## src/rtl/fetch_32.sv

```systemverilog
// Fetch stage: PC, one-at-a-time imem req/ack, instruction buffer toward decode; word visible 1 cycle after ack.
// Backpressure: stall_in only blocks pops; issue stops when buffered + outstanding words would exceed BUF_DEPTH.

module fetch_fifo #(
   parameter int W     = 64,
   parameter int DEPTH = 2
) (
   input  logic                     clk,
   input  logic                     rst,
   input  logic                     flush,
   input  logic                     wr_vld,
   input  logic [W-1:0]             wr_dat,
   output logic                     rd_vld,
   input  logic                     rd_rdy,
   output logic [W-1:0]             rd_dat,
   output logic [$clog2(DEPTH):0]   cnt
);
   localparam int AW = $clog2(DEPTH);
   localparam int CW = AW + 1;

   logic [W-1:0]  mem [DEPTH];
   logic [AW-1:0] wr_ptr;
   logic [AW-1:0] rd_ptr;
   logic          do_wr;
   logic          do_rd;

   assign rd_vld = (cnt != '0);
   assign rd_dat = mem[rd_ptr];
   assign do_wr  = wr_vld && (cnt < CW'(DEPTH));
   assign do_rd  = rd_vld && rd_rdy;

   always_ff @(posedge clk) begin
      if (rst) begin
         wr_ptr <= '0;
         rd_ptr <= '0;
         cnt    <= '0;
         for (int i = 0; i < DEPTH; i++) begin
            mem[i] <= '0;
         end
      end else if (flush) begin
         // flush wins over any same-cycle write or read
         wr_ptr <= '0;
         rd_ptr <= '0;
         cnt    <= '0;
      end else begin
         if (do_wr) begin
            mem[wr_ptr] <= wr_dat;
            wr_ptr      <= wr_ptr + AW'(1);
         end
         if (do_rd) begin
            rd_ptr <= rd_ptr + AW'(1);
         end
         case ({do_wr, do_rd})
            2'b10:   cnt <= cnt + CW'(1);
            2'b01:   cnt <= cnt - CW'(1);
            default: cnt <= cnt;
         endcase
      end
   end
endmodule

module fetch_32 #(
   parameter logic [31:0] PC_RESET  = 32'h0000_0000,
   parameter int          BUF_DEPTH = 2
) (
   input  logic        clk_in,
   input  logic        reset_in,
   output logic        imem_req_out,
   output logic [31:0] imem_addr_out,
   input  logic        imem_ack_in,
   input  logic [31:0] imem_data_in,
   input  logic        redirect_in,
   input  logic [31:0] redirect_pc_in,
   input  logic        stall_in,
   output logic [31:0] inst_out,
   output logic [31:0] pc_out,
   output logic        inst_valid_out,
   output logic        misalign_flg_out
);
   localparam int CW = $clog2(BUF_DEPTH) + 1;

   typedef struct packed {
      logic [31:0] pc;
      logic [31:0] inst;
   } ibuf_ent_t;

   typedef enum logic [1:0] {
      FETCH   = 2'd0,
      WAIT    = 2'd1,
      DISCARD = 2'd2,
      HALT    = 2'd3
   } state_t;

   state_t        state;
   logic [31:0]   pc;
   logic          halt_pend;
   logic [CW-1:0] buf_cnt;
   ibuf_ent_t     push_dat;
   ibuf_ent_t     head_dat;
   logic          push_vld;
   logic          pop_rdy;
   logic          misaligned;
   logic          can_issue;
   logic          ack_pend;

   assign misaligned    = (redirect_pc_in[1:0] != 2'b00);
   assign can_issue     = (buf_cnt < CW'(BUF_DEPTH));
   assign push_vld      = (state == WAIT) && imem_ack_in && !redirect_in;
   assign push_dat.pc   = pc;
   assign push_dat.inst = imem_data_in;
   assign pop_rdy       = !stall_in;
   assign inst_out      = head_dat.inst;
   assign pc_out        = head_dat.pc;

   // A memory request is still in flight after this cycle and its ack must be swallowed.
   assign ack_pend = ((state == WAIT) || (state == DISCARD) || ((state == HALT) && halt_pend))
                     && !imem_ack_in;

   fetch_fifo #(
      .W     ($bits(ibuf_ent_t)),
      .DEPTH (BUF_DEPTH)
   ) u_ibuf (
      .clk    (clk_in),
      .rst    (reset_in),
      .flush  (redirect_in),
      .wr_vld (push_vld),
      .wr_dat (push_dat),
      .rd_vld (inst_valid_out),
      .rd_rdy (pop_rdy),
      .rd_dat (head_dat),
      .cnt    (buf_cnt)
   );

   always_ff @(posedge clk_in) begin
      if (reset_in) begin
         state            <= FETCH;
         pc               <= PC_RESET;
         halt_pend        <= 1'b0;
         imem_req_out     <= 1'b0;
         imem_addr_out    <= '0;
         misalign_flg_out <= 1'b0;
      end else if (redirect_in) begin
         pc           <= redirect_pc_in;
         imem_req_out <= 1'b0;
         if (misaligned) begin
            state            <= HALT;
            misalign_flg_out <= 1'b1;
            halt_pend        <= ack_pend;
         end else begin
            state            <= ack_pend ? DISCARD : FETCH;
            misalign_flg_out <= 1'b0;
            halt_pend        <= 1'b0;
         end
      end else begin
         case (state)
            FETCH: begin
               if (can_issue) begin
                  imem_req_out  <= 1'b1;
                  imem_addr_out <= pc;
                  state         <= WAIT;
               end
            end
            WAIT: begin
               if (imem_ack_in) begin
                  imem_req_out <= 1'b0;
                  pc           <= pc + 32'd4;
                  state        <= FETCH;
               end
            end
            DISCARD: begin
               if (imem_ack_in) begin
                  state <= FETCH;
               end
            end
            HALT: begin
               if (imem_ack_in) begin
                  halt_pend <= 1'b0;
               end
            end
            default: state <= FETCH;
         endcase
      end
   end
endmodule

```

## config.mk

```make
export PLATFORM = sky130hd
export DESIGN_NAME = fetch_32
export DESIGN_NICKNAME = d
export VERILOG_FILES = /design/src/rtl/fetch_32.sv
export SDC_FILE = /design/constraint.sdc
export NUM_CORES = 1
export LEC_CHECK = 0
export CORE_AREA = 8 8 170 172
export DETAILED_ROUTE_END_ITERATION = 10
export DIE_AREA = 0 0 178 180
export GPL_TIMING_DRIVEN = 0
export PLACE_DENSITY_LB_ADDON = 0.3
export SYNTH_ARGS = -nofsm -noshare
export SYNTH_HDL_FRONTEND = slang
export SYNTH_SLANG_ARGS = --single-unit
```

## constraint.sdc

```tcl
create_clock -name clk_in -period 4.43 [get_ports clk_in]
set_input_delay 0.886 -clock clk_in [delete_from_list [all_inputs] [get_ports clk_in]]
set_output_delay 0.886 -clock clk_in [all_outputs]
set_load 0.05 [all_outputs]
```

# Yosys cells after proc, flatten, opt, wreduce, memory -nomap -nowiden
# Memory sizes are Yosys's and may differ from the RTL's. A register that Yosys moved wholly into a read port is not among the register bits.
# Cells that the tools add are included.
# word_totals
reg_bits,73
n_memories,1
out_inout_bits,99
input_bits,69
ramBits,128
# op_classes
n_addsub,5
n_reduce_logical,28
bitwise_logic,1
n_lt_le_gt_ge,1
mux,28
n_eq_ne,9
# memory_table
name,words,word_bits,read_ports,rd_ports_with_merged_regs,write_ports,line_no,rtl
u_ibuf.mem,2,64,1,1,2,21,logic [W-1:0] mem [DEPTH];
# op_table
op,count
32-bit 2-to-1 mux,3
64-bit 2-to-1 mux,1
64-bit OR reduction,1
32-bit by 3-bit adder with 32-bit output (second input constant),1
1-bit 2-to-1 mux,16
2-bit nonzero test,7
2-bit 2-to-1 mux,5
3-bit AND reduction,3
2-bit case mux with 2 select lines,2
2-bit == test (second input constant),3
1-bit logical AND,6
2-bit by 1-bit == test with 1-bit output (second input constant),2
2-bit inequality test (second input constant),2
2-bit AND reduction,2
2-bit OR reduction,2
1-bit logical NOT,3
3-bit by 1-bit inequality test with 1-bit output (second input constant),1
3-bit inequality test (second input constant),1
3-bit nonzero test,1
1-bit adder (second input constant),2
2-bit by 1-bit adder with 2-bit output (second input constant),1
2-bit logical NOT,1
1-bit logical OR,2
2-bit < comparator (second input constant),1
other kinds (3),3

# Logic depth before layout (Yosys ltp)
# logic_depth
word_depth,10
depth_mapped,8
ltp_nobuf,7

# Hierarchy
# From an unflattened synthesis, not the netlist that was laid out.
# unflattened
cells_unflattened,798
area_unflattened_um2,9156.3
# by_module_without_submodules
mod,cells_each,instances,area_each_um2
fetch_fifo,382,1,5860.6
fetch_32,416,1,3295.7

# Least setup slack after synthesis
# OpenSTA, ideal clock, no wires.
# synth_timing
path_type,input port to flip-flop
from,input redirect_in
to,"memory u_ibuf.mem[0][0], enable pin"
slack_ps,1101
required_ps,4007
setup_time_ps,423
arrival_ps,2906
path_stages,4
cell_sequence,nor2_1 -> nand3_1 -> or2_2 -> nand2_1
# synth_rtl
element,line_no,rtl
from (decl),72,"input logic redirect_in,"
to (decl),21,

==> impl_metrics.toml <==
[critical_path]
cp_max_fo = 10
cp.required_ns = 3.54
worst-endpoint-arrival_ns = 3.10
r2r_endpoint = "u_ibuf.mem[1][10]"
worstSetupStartpointType = "flop"
crit_path_end_kind = "output pin"
regToRegSetupSlack_ns = 2.00
r2r-start = "state[1]"
worst_r2r_path_depth = 7
worst-setup-path-type = "flop to output pin"

[sta]
final.setup.worst_slack_ns = 0.447
tightestPinTransition_ns = 0.822
hold_viol_final = 0
fin_worst_skew_ns = 0.0152
hold_slack_ns = 0.455
period_share_pct = 89.9
timing.fmax_mhz = 251
setup_viol = 0
tns_ns = 0
min_period_ns = 3.98
max-slew-margin-rel_pct = 45.0
final-max-slew-violation-count = 0
grt_setup_unrepaired = "no"

[yosys]
area_leader_netlist = "sky130_fd_sc_hd__edfxtp_1"
share_of_flip_flops_with_an_asynchronous_set_or_reset_after_synthesis_pct = 0
syn_warnings = 0
yosys_register_bits = 202
post-synth-top-count-cell = "sky130_fd_sc_hd__edfxtp_1"
share_of_the_yosys_chip_area_belonging_to_registers_pct = 58.7
synth_nets = 865
synthesis.instances = 791
synth_largest_type_area_fraction_pct = 42.4
netlist_top_cells_area = "sky130_fd_sc_hd__edfxtp_1, sky130_fd_sc_hd__dfxtp_1, sky130_fd_sc_hd__mux2_2"
postSynth.topFlopCell = "sky130_fd_sc_hd__edfxtp_1"
synth.cells.most_frequent = "sky130_fd_sc_hd__edfxtp_1, sky130_fd_sc_hd__nand2_1, sky130_fd_sc_hd__dfxtp_1, sky130_fd_sc_hd__and3_1, sky130_fd_sc_hd__mux2_2"
synth_cell_types = 56
number_of_enable_type_register_cells_in_the_synthesized_netlist = 128
synth_area_per_cell_um2 = 11.5
synthesis.area_um2 = 9070

[route]
vias_per_cell = 5.11
drt-wirelength-per-cell_um = 19.6
drt_wl_total_um = 26300
detailroute.via_count = 6851
detail-route-antenna-nets = 0
drt_iter0_drc = 549
detail_route.first_pass.iterations = 5
drc = 0

[hold_path]
hold-path-cell-count = 2
timing.hold.worst_endpoint = "imem_addr_out[3]"
hp-class = "flop to flop"
timing.hold.worst.start = "imem_addr_out[3]"

[power_and_ir_drop]
total_switching_power_mw = 1.19
power.switching_fraction_pct = 26.3
power.clock.fraction_pct = 39.5
p_per_area_nw_per_um2 = 381
cellInternalPower_mw = 3.35
sequentialPowerShare_pct = 47.1
peakVddDrop_v = 0.000250
p_comb_share_pct = 13.3
total_leakage_power_nw = 4.46

[clock_tree]
h-tree-depth = 1
cts_inserted_buffers = 23
max-clock-path-buffers = 3
cts_tree = "yes"
number_of_hold_repair_buffers_added_at_the_cts_stage = 0
clock_sinks = 202
root_buffer = "sky130_fd_sc_hd__clkbuf_16"
clkLatencyLatePin_ns = 0.50
path_clk_slew_ns = 0.06
cts_resized = 0
postCtsSetupRepairBufs = 0

[place]
post-place-ws_ns = 0.867
portBuffers = 166
dpl_cell_area_um2 = 11200
detailedPlacementHpwl_um = 18700
place_congestion = 0.857

[finish]
areaGrowthSynthToFinish_pct = 31.6
filler_cell_count = 2470
multi_input_area_um2 = 3450
fin_area_um2 = 11900
antennaDiodeCount = 0
nets = 1058
post_route_cells_drive_above_1_share_pct = 13.2
seq_area_um2 = 5330

[floorplan]
standard_cell_core_area_um2 = 26400
ios = 168
design.die.area_um2 = 32000
chipWidth_um = 178
initial_core_util_pct = 34.4
die_height_um = 180
core.rowCount = 60

[run]
drv_cap = 0

[grt]
grt_max_degree = 52
antenna_violations_before_repair = 0
global_route_wire_length_before_repair_um = 40000
first_global_vias = 6821
global_route.overflow_total = 0
grt_usage_pct = 15.9

[outcome]
status = "completed"
## cell families after synthesis
kind of cell | Yosys count | synth area share [%]
xor+xnor | 14 | 1.35
compound gates | 95 | 7.16
buf+inv | 75 | 3.37
mux | 66 | 8.17
fa+ha+maj | 5 | 0.690
simple gates | 334 | 20.6
flops | 202 | 58.7
## metrics by stage
step / utilization (%) / instances / power, mW
after floorplan: - / 791 / 2.53
after global placement: 42.3 / 1298 / 2.78
after detailed placement: 42.6 / 1300 / 2.79
after CTS: 45.3 / 1341 / 4.60
after global routing: 45.3 / 1341 / 4.72
final: 45.3 / 1341 / 4.55
## sequential cells by signal, indices dropped and copies added (netlist names), named ones only
signal            cells
u_ibuf.mem          128
imem_addr_out        32
pc                   32
state                 2
u_ibuf.cnt            2
halt_pend             1
imem_req_out          1
misalign_flg_out      1
u_ibuf.rd_ptr         1
u_ibuf.wr_ptr         1
## cell usage in the layout (no fill, tap or decap), drive strengths merged, types with 4 or more instances in the layout
master and instances:
and2 63, buf 16, nand3 16, xnor2 10, nand2 87, inv 14
nor4 10, nor3 12, and4 12, or3 8, mux2 64, or2 5
nor2 35, ha 5, a21oi 43, a211oi 14, and3 66, xor2 4
nand4 14, clkbuf 76, clkdlybuf4s50 166, a2111oi 8, o21ai 9, a311oi 7
edfxtp 128, clkinv 10, dfxtp 74
## power groups by stage
stage / Combinational, mW / Sequential, mW / Clock, mW
2_1_floorplan: 0.319 / 2.21 / 0
3_3_place_gp: 0.598 / 2.19 / 0
3_5_place_dp: 0.608 / 2.18 / 0
4_1_cts: 0.611 / 2.14 / 1.85
5_1_grt: 0.644 / 2.15 / 1.92
6_report: 0.606 / 2.14 / 1.80
## worst max path at each step
stage,endpoint,slack (ns),depth (start not counted)
finish,inst_out[30],0.45,4
global route,inst_out[31],0.24,4
CTS,inst_out[30],0.33,4
detailed placement,inst_out[30],0.87,4
global placement,u_ibuf.mem[0][23],-0.39,5
floorplan,u_ibuf.mem[0][0],1.10,4
## final cells by class
type	instances	share of cell area (%)
sequential	202	44.6
clock inverter	12	0.744
clock buffer	29	5.18
timing repair buffer	168	14.4
inverter	14	0.440
buffer	61	2.12
tap	341	3.57
multi-input combinational	514	28.9
## routing by layer
metal / share of wire (%) / global-route usage [%] / wire length, um
met4: 1.1 / 2.84 / 282
met3: 7.8 / 3.42 / 2040
met5: 0 / 0 / 0
met2: 46 / 25.7 / 12200
met1: 45 / 21.7 / 11700
## worst max-delay path, cell delays in order (launching register included)
cell	delay, ns
sky130_fd_sc_hd__dfxtp_1	0.30
sky130_fd_sc_hd__clkbuf_1	0.55
sky130_fd_sc_hd__clkbuf_1	0.61
sky130_fd_sc_hd__mux2_2	0.40
sky130_fd_sc_hd__clkdlybuf4s50_1	0.73
(Power assumes the default switching activity.)
